## src/rtl/mem_access_ctrl_pkg.sv

```systemverilog
// Shared state encoding and default sizing for the memory-stage access controller.
package mem_access_ctrl_pkg;

   typedef enum logic {
      ST_IDLE = 1'b0,
      ST_WAIT = 1'b1
   } state_e;

   localparam int DATA_W_DEF  = 16;
   localparam int TIMEOUT_DEF = 15;
   localparam int CNT_W_DEF   = 4;

endpackage

```

## src/rtl/mem_access_ctrl_wait_counter.sv

```systemverilog
// Wait-cycle counter: clear, increment-enable and terminal count at TIMEOUT.
module mem_wait_counter
   import mem_access_ctrl_pkg::*;
#(
   parameter int CNT_W   = CNT_W_DEF,
   parameter int TIMEOUT = TIMEOUT_DEF
) (
   input  logic clk,
   input  logic rst,
   input  logic clr,
   input  logic inc,
   output logic tc
);

   logic [CNT_W-1:0] cnt_q;
   logic [CNT_W-1:0] cnt_d;

   always_comb begin
      cnt_d = cnt_q;
      if (clr) begin
         cnt_d = '0;
      end else if (inc) begin
         cnt_d = cnt_q + CNT_W'(1);
      end
   end

   always_ff @(posedge clk or negedge rst) begin
      if (!rst) begin
         cnt_q <= '0;
      end else begin
         cnt_q <= cnt_d;
      end
   end

   assign tc = (cnt_q == CNT_W'(TIMEOUT));

endmodule

```

## src/rtl/mem_access_ctrl.sv

```systemverilog
// Memory-stage access controller: issues word loads/stores to a multi-cycle
// data memory, stalls the pipeline until completion or timeout, feeds MEM/WB.
module mem_access_ctrl
   import mem_access_ctrl_pkg::*;
#(
   parameter int DATA_W  = DATA_W_DEF,
   parameter int TIMEOUT = TIMEOUT_DEF,
   parameter int CNT_W   = CNT_W_DEF
) (
   input  logic              clk,
   input  logic              rst,
   input  logic              memRead_XM,
   input  logic              memWrite_XM,
   input  logic              HALT_XM,
   input  logic [DATA_W-1:0] addr_XM,
   input  logic [DATA_W-1:0] wdata_XM,
   input  logic [DATA_W-1:0] mem_rdata,
   input  logic              mem_done,
   input  logic              mem_err,
   output logic              mem_en,
   output logic              mem_wr,
   output logic [DATA_W-1:0] mem_addr,
   output logic [DATA_W-1:0] mem_wdata,
   output logic              stall_mem,
   output logic [DATA_W-1:0] readFromMem,
   output logic              data_en,
   output logic              err_data
);

   state_e            state_q;
   state_e            state_d;
   logic [DATA_W-1:0] rdata_q;
   logic [DATA_W-1:0] rdata_d;
   logic              acc;
   logic              illegal;
   logic              cnt_clr;
   logic              cnt_inc;
   logic              cnt_tc;

   assign acc     = (memRead_XM | memWrite_XM) & ~HALT_XM;
   assign illegal = acc & (addr_XM[0] | (memRead_XM & memWrite_XM));

   mem_wait_counter #(
      .CNT_W   (CNT_W),
      .TIMEOUT (TIMEOUT)
   ) u_wait_cnt (
      .clk (clk),
      .rst (rst),
      .clr (cnt_clr),
      .inc (cnt_inc),
      .tc  (cnt_tc)
   );

   // All outputs are held low while reset is asserted, independent of inputs.
   always_comb begin
      state_d   = state_q;
      mem_en    = 1'b0;
      mem_wr    = 1'b0;
      mem_addr  = '0;
      mem_wdata = '0;
      stall_mem = 1'b0;
      data_en   = 1'b0;
      err_data  = 1'b0;
      cnt_clr   = 1'b0;
      cnt_inc   = 1'b0;
      if (rst) begin
         case (state_q)
            ST_IDLE: begin
               if (illegal) begin
                  err_data = 1'b1;
               end else if (acc) begin
                  mem_en    = 1'b1;
                  mem_wr    = memWrite_XM;
                  mem_addr  = addr_XM;
                  mem_wdata = wdata_XM;
                  if (mem_done) begin
                     data_en  = memRead_XM;
                     err_data = mem_err;
                  end else begin
                     stall_mem = 1'b1;
                     cnt_clr   = 1'b1;
                     state_d   = ST_WAIT;
                  end
               end
            end
            ST_WAIT: begin
               // Completion wins over timeout when both land in the same cycle.
               if (mem_done) begin
                  data_en  = memRead_XM;
                  err_data = mem_err;
                  state_d  = ST_IDLE;
               end else if (cnt_tc) begin
                  err_data = 1'b1;
                  state_d  = ST_IDLE;
               end else begin
                  stall_mem = 1'b1;
                  cnt_inc   = 1'b1;
               end
            end
            default: state_d = ST_IDLE;
         endcase
      end
      rdata_d = data_en ? mem_rdata : rdata_q;
   end

   always_ff @(posedge clk or negedge rst) begin
      if (!rst) begin
         state_q <= ST_IDLE;
         rdata_q <= '0;
      end else begin
         state_q <= state_d;
         rdata_q <= rdata_d;
      end
   end

   assign readFromMem = data_en ? mem_rdata : rdata_q;

endmodule

```

## config.mk

```make
export PLATFORM = sky130hd
export DESIGN_NAME = mem_access_ctrl
export DESIGN_NICKNAME = d
export VERILOG_FILES = /design/src/rtl/mem_access_ctrl_pkg.sv /design/src/rtl/mem_access_ctrl_wait_counter.sv /design/src/rtl/mem_access_ctrl.sv
export SDC_FILE = /design/constraint.sdc
export NUM_CORES = 1
export LEC_CHECK = 0
export ABC_AREA = 1
export CORE_ASPECT_RATIO = 0.8
export CORE_UTILIZATION = 29
export DETAILED_ROUTE_END_ITERATION = 10
export PLACE_DENSITY = 0.83
export RECOVER_POWER = 50
export REMOVE_ABC_BUFFERS = 1
export SLEW_MARGIN = 20
export SYNTH_ARGS = -nofsm -noshare
export SYNTH_HDL_FRONTEND = slang
export SYNTH_SLANG_ARGS = --single-unit
```

## constraint.sdc

```tcl
create_clock -name clk -period 1.6 [get_ports clk]
set_clock_uncertainty 0.2 [all_clocks]
set_input_delay 0.32 -clock clk [delete_from_list [all_inputs] [get_ports clk]]
set_output_delay 0.32 -clock clk [all_outputs]
set_load 0.05 [all_outputs]
```

==> results of run 1 <==
synth_stat cells:
master     n
a21oi_1    2
nor2_2     1
nand2_2    1
nor2_1    38
nand2_4    2
buf_2      4
nand2_1   43
xor2_1     3
nand4_1    1
nor2_4     1
buf_4      2
dfrtp_1   21
conb_1     1
a21oi_2    1
inv_2      1
o211ai_1   1
or2_2      1
inv_1     38
ha_1       1
buf_6      1
nand3_2    2
nand3_1   21
stage by stage:
step           setup slack, ns  power (mW)  instance area, um2  hold WS (ns)
2_1_floorplan          -0.6404       1.572                1229       -0.1756
3_3_place_gp           -0.6681       2.256                2917        0.2541
3_5_place_dp           -0.7176       2.287                2917        0.2599
4_1_cts                -0.4049       3.149                3615     -0.003311
5_1_grt                -0.5947       3.697                3945      0.001538
6_report               -0.5507       3.627                3945      -0.01919
what timing repair did:
action                                 CTS  global route
cloned                                   4             3
buffers inserted                        13            13
gates resized for setup                152            45
pin swaps                               18            18
endpoints found under the hold margin   21             0
setup endpoints to repair               73            62
layout make-up:
class	count	area (um2)	share of cell area [%]
clock buffers	3	41.29	1.047
clock inverters	1	5.005	0.1269
repair buffers	161	2090	52.97
well taps	57	71.32	1.808
multi-input cells	122	1049	26.58
inverters	39	163.9	4.155
flip-flops and latches	21	525.5	13.32
power by group:
group	leakage, nW	switching, mW	internal [mW]
Clock	0.0255	0.226	0.176
Combinational	1.54	1.33	1.09
Sequential	0.270	0.117	0.692
worst paths after layout:
| path | startpoint | endpoint | slack [ns] | cells past startpoint |
|---|---|---|---|---|
| setup / recovery | u_wait_cnt.cnt_q[1]$_DFFE_PN0P_ | err_data | -0.55 | 7 |
| hold / removal | rst | rdata_q[11]$_DFF_PN0_ | -0.02 | 2 |
| setup reg to reg | state_q$_DFFE_PN0P_ | u_wait_cnt.cnt_q[3]$_DFFE_PN0P_ | -0.21 | 8 |
| hold reg to reg | rdata_q[14]$_DFF_PN0_ | rdata_q[14]$_DFF_PN0_ | 0.33 | 2 |
| max in group asynchronous | rst | rdata_q[4]$_DFF_PN0_ | 1.00 | 2 |
| min in group clk | rdata_q[14]$_DFF_PN0_ | rdata_q[14]$_DFF_PN0_ | 0.33 | 2 |
logic make-up after synthesis:
kind of cell               after synthesis  synth area share, %
and+or+nand+nor                        111                38.27
buffers and inverters                   46                15.11
xor gates and xnor gates                 3                2.061
adders and majority gates                1               0.9812
AOI/OAI and AO/OA                        4                2.061
DFF                                     21                41.22
other                                    1               0.2941
sequential cells by signal, summed over array words and instances, names as in the netlist:
signal            count
state_q               1
rdata_q              16
u_wait_cnt.cnt_q      4
layer usage:
metal | global-route usage, % | vias up
met5 | 0 | -
met4 | 13.46 | 0
met3 | 8.593 | 52
met2 | 66.36 | 177
met1 | 40.05 | 1084
li1 | - | 872
==> reports/qor.yml, run 1 <==
vias: 2185
syn2layout_area_growth_pct: 209.4
cp.required_ns: 1.08
route.met2.wl_mm: 5.131
antenna_found_initial: 0
cts_max_level: 1
core_um2: 4204
clockRootBuffer: "clkbuf_8"
gp_congestion: 0.7981
drt-pass1-iter-count: 6
clkLatencyLatePin_ns: 0.29
final_nets: 404
ys_seq_area_share_pct: 41.22
cts_tree: "yes"
grt_pass1_vias: 2055
pin_count: 108
initial_core_util_pct: 30.33
startpoint_type: "register"
ir_drop_mv: 0.7667
grt_start_max_net_pins: 25
cts_buffers: 3
nFillCells: 108
post_drt_wl_per_cell_um: 25.99
rows: 21
cts.sinks: 21
cp_cell_sequence: "ha_2 -> nand3_2 -> nor2_2 -> nor2_1 -> a21oi_2 -> buf_4 -> buf_12"
route.met3.wl_um: 870
synth_top_area_cell: "dfrtp_1"
wl_met1_mm: 4.040
cp.arrival_ns: 1.63
hold_viol: 9
utilization_pct: 93.84
synthesis.area_um2: 1275
crit_type: "reg2out"
clockBufferDepth: 2
drc: 0
die-area_um2: 4667
ys.warnings.count: 0
status: "finished, violations left"
fin_ws_ns: -0.5507
rsz0062_at_grt: "yes"
grt_pass1_wl_mm: 11.89
via_per_inst: 5.408
finalSetupViolations: 60
critical_path.max_stage_delay_ns: 0.37
violations: "negative hold slack, negative setup slack"
max_freq_mhz: 465.0
cp_num_buf_inv: 2
final_common_cell: "clkdlybuf4s50_1"
maxCapViolCount: 0
fin_crit_ns: 2.151
most-common-layout-cells: "48 x clkdlybuf4s50_1, 39 x buf_12, 35 x nor2_4, 33 x inv_1, 32 x buf_4"
overflow: 0
holdWs_ns: -0.01919
io_buffers: 106
synth_area_leaders: "dfrtp_1 41%, nand2_1 13%, inv_1 11%"
worstPathMaxFanout: 2
post-place-cells: 371
antenna_cells: 0
synthCells: 187
synth.top_cell.area_share_pct: 41.22
end_kind: "output pin"
maxSlewViolCount: 0
die_w_um: 76.13
yosys.cell_types.count: 22
clkTransAtPathRegs_ns: 0.10
min_path_type: "in2async"
drt_iter0_drc: 218
drive_gt1_share_pct: 58.21
ys_ff_latch: 21
die_h_um: 61.31
grt.total_usage_pct: 35.18
p_leak_nw: 1.831
slowest_stage: "dfrtp_1"
routed_wl_mm: 10.50
tns_ns: -26.91
p_per_area_nw_per_um2: 919.3
dp_hpwl_mm: 3.744
avgSynthCellArea_um2: 6.818
period_share_pct: 134.4
instances_no_fill: 404
postRouteAntennaNets: 0
top_layer: "met4"
crit_family: "flip-flops"
Power figures use the tool's default switching activity.
==> run 2, diff against run 1 <==
Settings changed: PLACE_DENSITY 0.83 to not set, PLACE_DENSITY_LB_ADDON set to 0.08.
==> run 2 against run 1 <==
  * The run ends with negative setup slack left
  * Via count decreased by 13%
  * Power is 11% lower
  * First-iteration DRC count down 60%
  * Sequential power down 6.3%
  * Combinational power is 13% lower
==> reports/qor.yml, run 2 (synthesized netlist as in run 1, its figures left out) <==
largest_reg_flops: 16
tightest_slew_ns: 0.5663
drc: 0
r2r_slack_ns: -0.28
most-common-layout-cells: "48 x clkdlybuf4s50_1, 46 x buf_4, 40 x buf_12, 37 x inv_1, 32 x nand2_1"
end_kind: "output pin"
dp_hpwl_mm: 3.615
utilization_pct: 86.55
min_path_type: "in2async"
period_share_pct: 124.1
drt_iter0_drc: 87
die_h_um: 61.31
reg2reg_from: "state_q$_DFFE_PN0P_"
initial_core_util_pct: 30.33
cp.depth: 5
clockRootBuffer: "clkbuf_8"
postRouteAntennaNets: 0
grt_pass1_vias: 1752
drt-pass1-iter-count: 4
cts_buffers: 3
slowest_stage: "dfrtp_2"
crit_type: "reg2out"
cts_hold_buf: 0
r2r-end: "u_wait_cnt.cnt_q[3]$_DFFE_PN0P_"
hold_viol: 0
grt_pass1_wl_mm: 8.783
max-slew-margin-rel_pct: 62.24
max_freq_mhz: 503.5
cp.required_ns: 1.08
antenna_found_initial: 0
startpoint_type: "register"
top_layer: "met4"
rsz0062_at_grt: "yes"
status: "finished, violations left"
final_common_cell: "clkdlybuf4s50_1"
finalSetupViolations: 57
cp_num_buf_inv: 2
cts.sinks: 21
cts_tree: "yes"
via_per_inst: 4.665
die_w_um: 76.13
die-area_um2: 4667
routed_wl_mm: 6.566
largestRegisters: "rdata_q (16), u_wait_cnt.cnt_q (4), state_q (1)"
io_buffers: 106
maxSlewViolCount: 0
crit_path_end: "mem_wdata[15]"
drive_gt1_share_pct: 51.86
clkLatencyLatePin_ns: 0.26
cts_max_level: 1
clockBufferDepth: 2
antenna_cells: 0
final_nets: 406
post_drt_wl_per_cell_um: 16.17
fin_ws_ns: -0.3862
overflow: 0
wl_met1_mm: 2.635
fin_crit_ns: 1.986
pin_count: 108
crit_start: "state_q$_DFFE_PN0P_"
grt.total_usage_pct: 24.24
crit_path_frequent_cell: "buf_12"
p_per_area_nw_per_um2: 883.5
nFillCells: 185
gp_congestion: 0.7354
route.met2.wl_mm: 3.257
route.met3.wl_um: 459
violations: "negative setup slack"
worstPathMaxFanout: 13
crit_family: "flip-flops"
vias: 1894
tns_ns: -19.08
grt_start_max_net_pins: 23
cp.arrival_ns: 1.47
ir_drop_mv: 0.9543
maxCapViolCount: 0
clkTransAtPathRegs_ns: 0.08
syn2layout_area_growth_pct: 185.4
cp_cell_sequence: "nor2_4 -> nand3_4 -> buf_12 -> nor2_2 -> buf_12"
critical_path.max_stage_delay_ns: 0.45
reg2regPathDepth: 10
largest_register: "rdata_q"
core_um2: 4204
p_leak_nw: 1.768
rows: 21
run 2: cell types whose count changed in the layout (fill, tap and decap cells not counted), sizes merged:
cell,before,now
nand2,48,47
clkinv,2,1
buf,106,111
clkdlybuf4s15,3,2
inv,38,39
dlygate4sd2,1,0
run 2: worst min path at each step:
| stage | startpoint | endpoint | slack [ns] | cells after the start |
|---|---|---|---|---|
| 2_1_floorplan | rst | rdata_q[0]$_DFF_PN0_ | -0.18 | 0 |
| 3_3_place_gp | rdata_q[11]$_DFF_PN0_ | rdata_q[11]$_DFF_PN0_ | 0.25 | 2 |
| 3_5_place_dp | rdata_q[4]$_DFF_PN0_ | rdata_q[4]$_DFF_PN0_ | 0.26 | 2 |
| 4_1_cts | rst | state_q$_DFFE_PN0P_ | 0.15 | 3 |
| 5_1_grt | rst | state_q$_DFFE_PN0P_ | 0.31 | 3 |
| 6_report | rst | u_wait_cnt.cnt_q[2]$_DFFE_PN0P_ | 0.24 | 3 |
run 2: layout make-up:
type | instances | area (um2) | area share (%)
well taps | 57 | 71.32 | 1.960
inverters | 39 | 146.4 | 4.023
clock inverters | 1 | 5.005 | 0.1376
clock buffers | 3 | 41.29 | 1.135
flip-flops and latches | 21 | 526.8 | 14.48
multi-input cells | 121 | 867.1 | 23.83
repair buffers | 164 | 1981 | 54.44
run 2: routing by layer:
layer / vias to the layer above / track usage, %
li1: 884 / -
met1: 880 / 28.98
met2: 104 / 44.81
met3: 26 / 6.074
met4: 0 / 6.868
met5: - / 0
run 2: worst register-to-register path: stages (launching register included):
cell     delay, ns
dfrtp_2       0.45
nor2_4        0.12
buf_4         0.12
buf_6         0.08
nand4_1       0.13
buf_4         0.18
buf_4         0.12
buf_4         0.12
buf_4         0.13
nand3_1       0.07
nand2_1       0.05
run 2: metrics by stage:
step	cells	hold WS (ns)	setup WS, ns	area (um2)	power, mW
finish	406	0.2351	-0.3862	3638	3.214
detailed placement	376	0.2570	-0.7320	2954	2.323
global route	406	0.3084	-0.4649	3638	3.339
global placement	376	0.2513	-0.6827	2954	2.288
CTS	403	0.1481	-0.3793	3482	3.055
floorplan	180	-0.1756	-0.6404	1229	1.572
run 2: report_power, final:
part | internal, mW | total [mW] | leakage [nW] | switching, mW
Clock | 0.174 | 0.361 | 0.0255 | 0.187
Combinational | 0.963 | 2.10 | 1.47 | 1.13
Sequential | 0.691 | 0.758 | 0.268 | 0.0670
Total | 1.83 | 3.21 | 1.77 | 1.39
run 2: repair_timing:
item | CTS | global route
buffers inserted | 21 | 3
hold endpoints to repair | 0 | 0
cloned | 2 | 1
pin swaps | 22 | 12
setup endpoints to repair | 73 | 59
gates resized for setup | 96 | 40
==> run 3, diff against run 2 <==
Settings changed: HOLD_SLACK_MARGIN set to 0.06.
==> results of run 3 <==
Same layout as run 2: the final DEF is identical, and so are final timing and power.
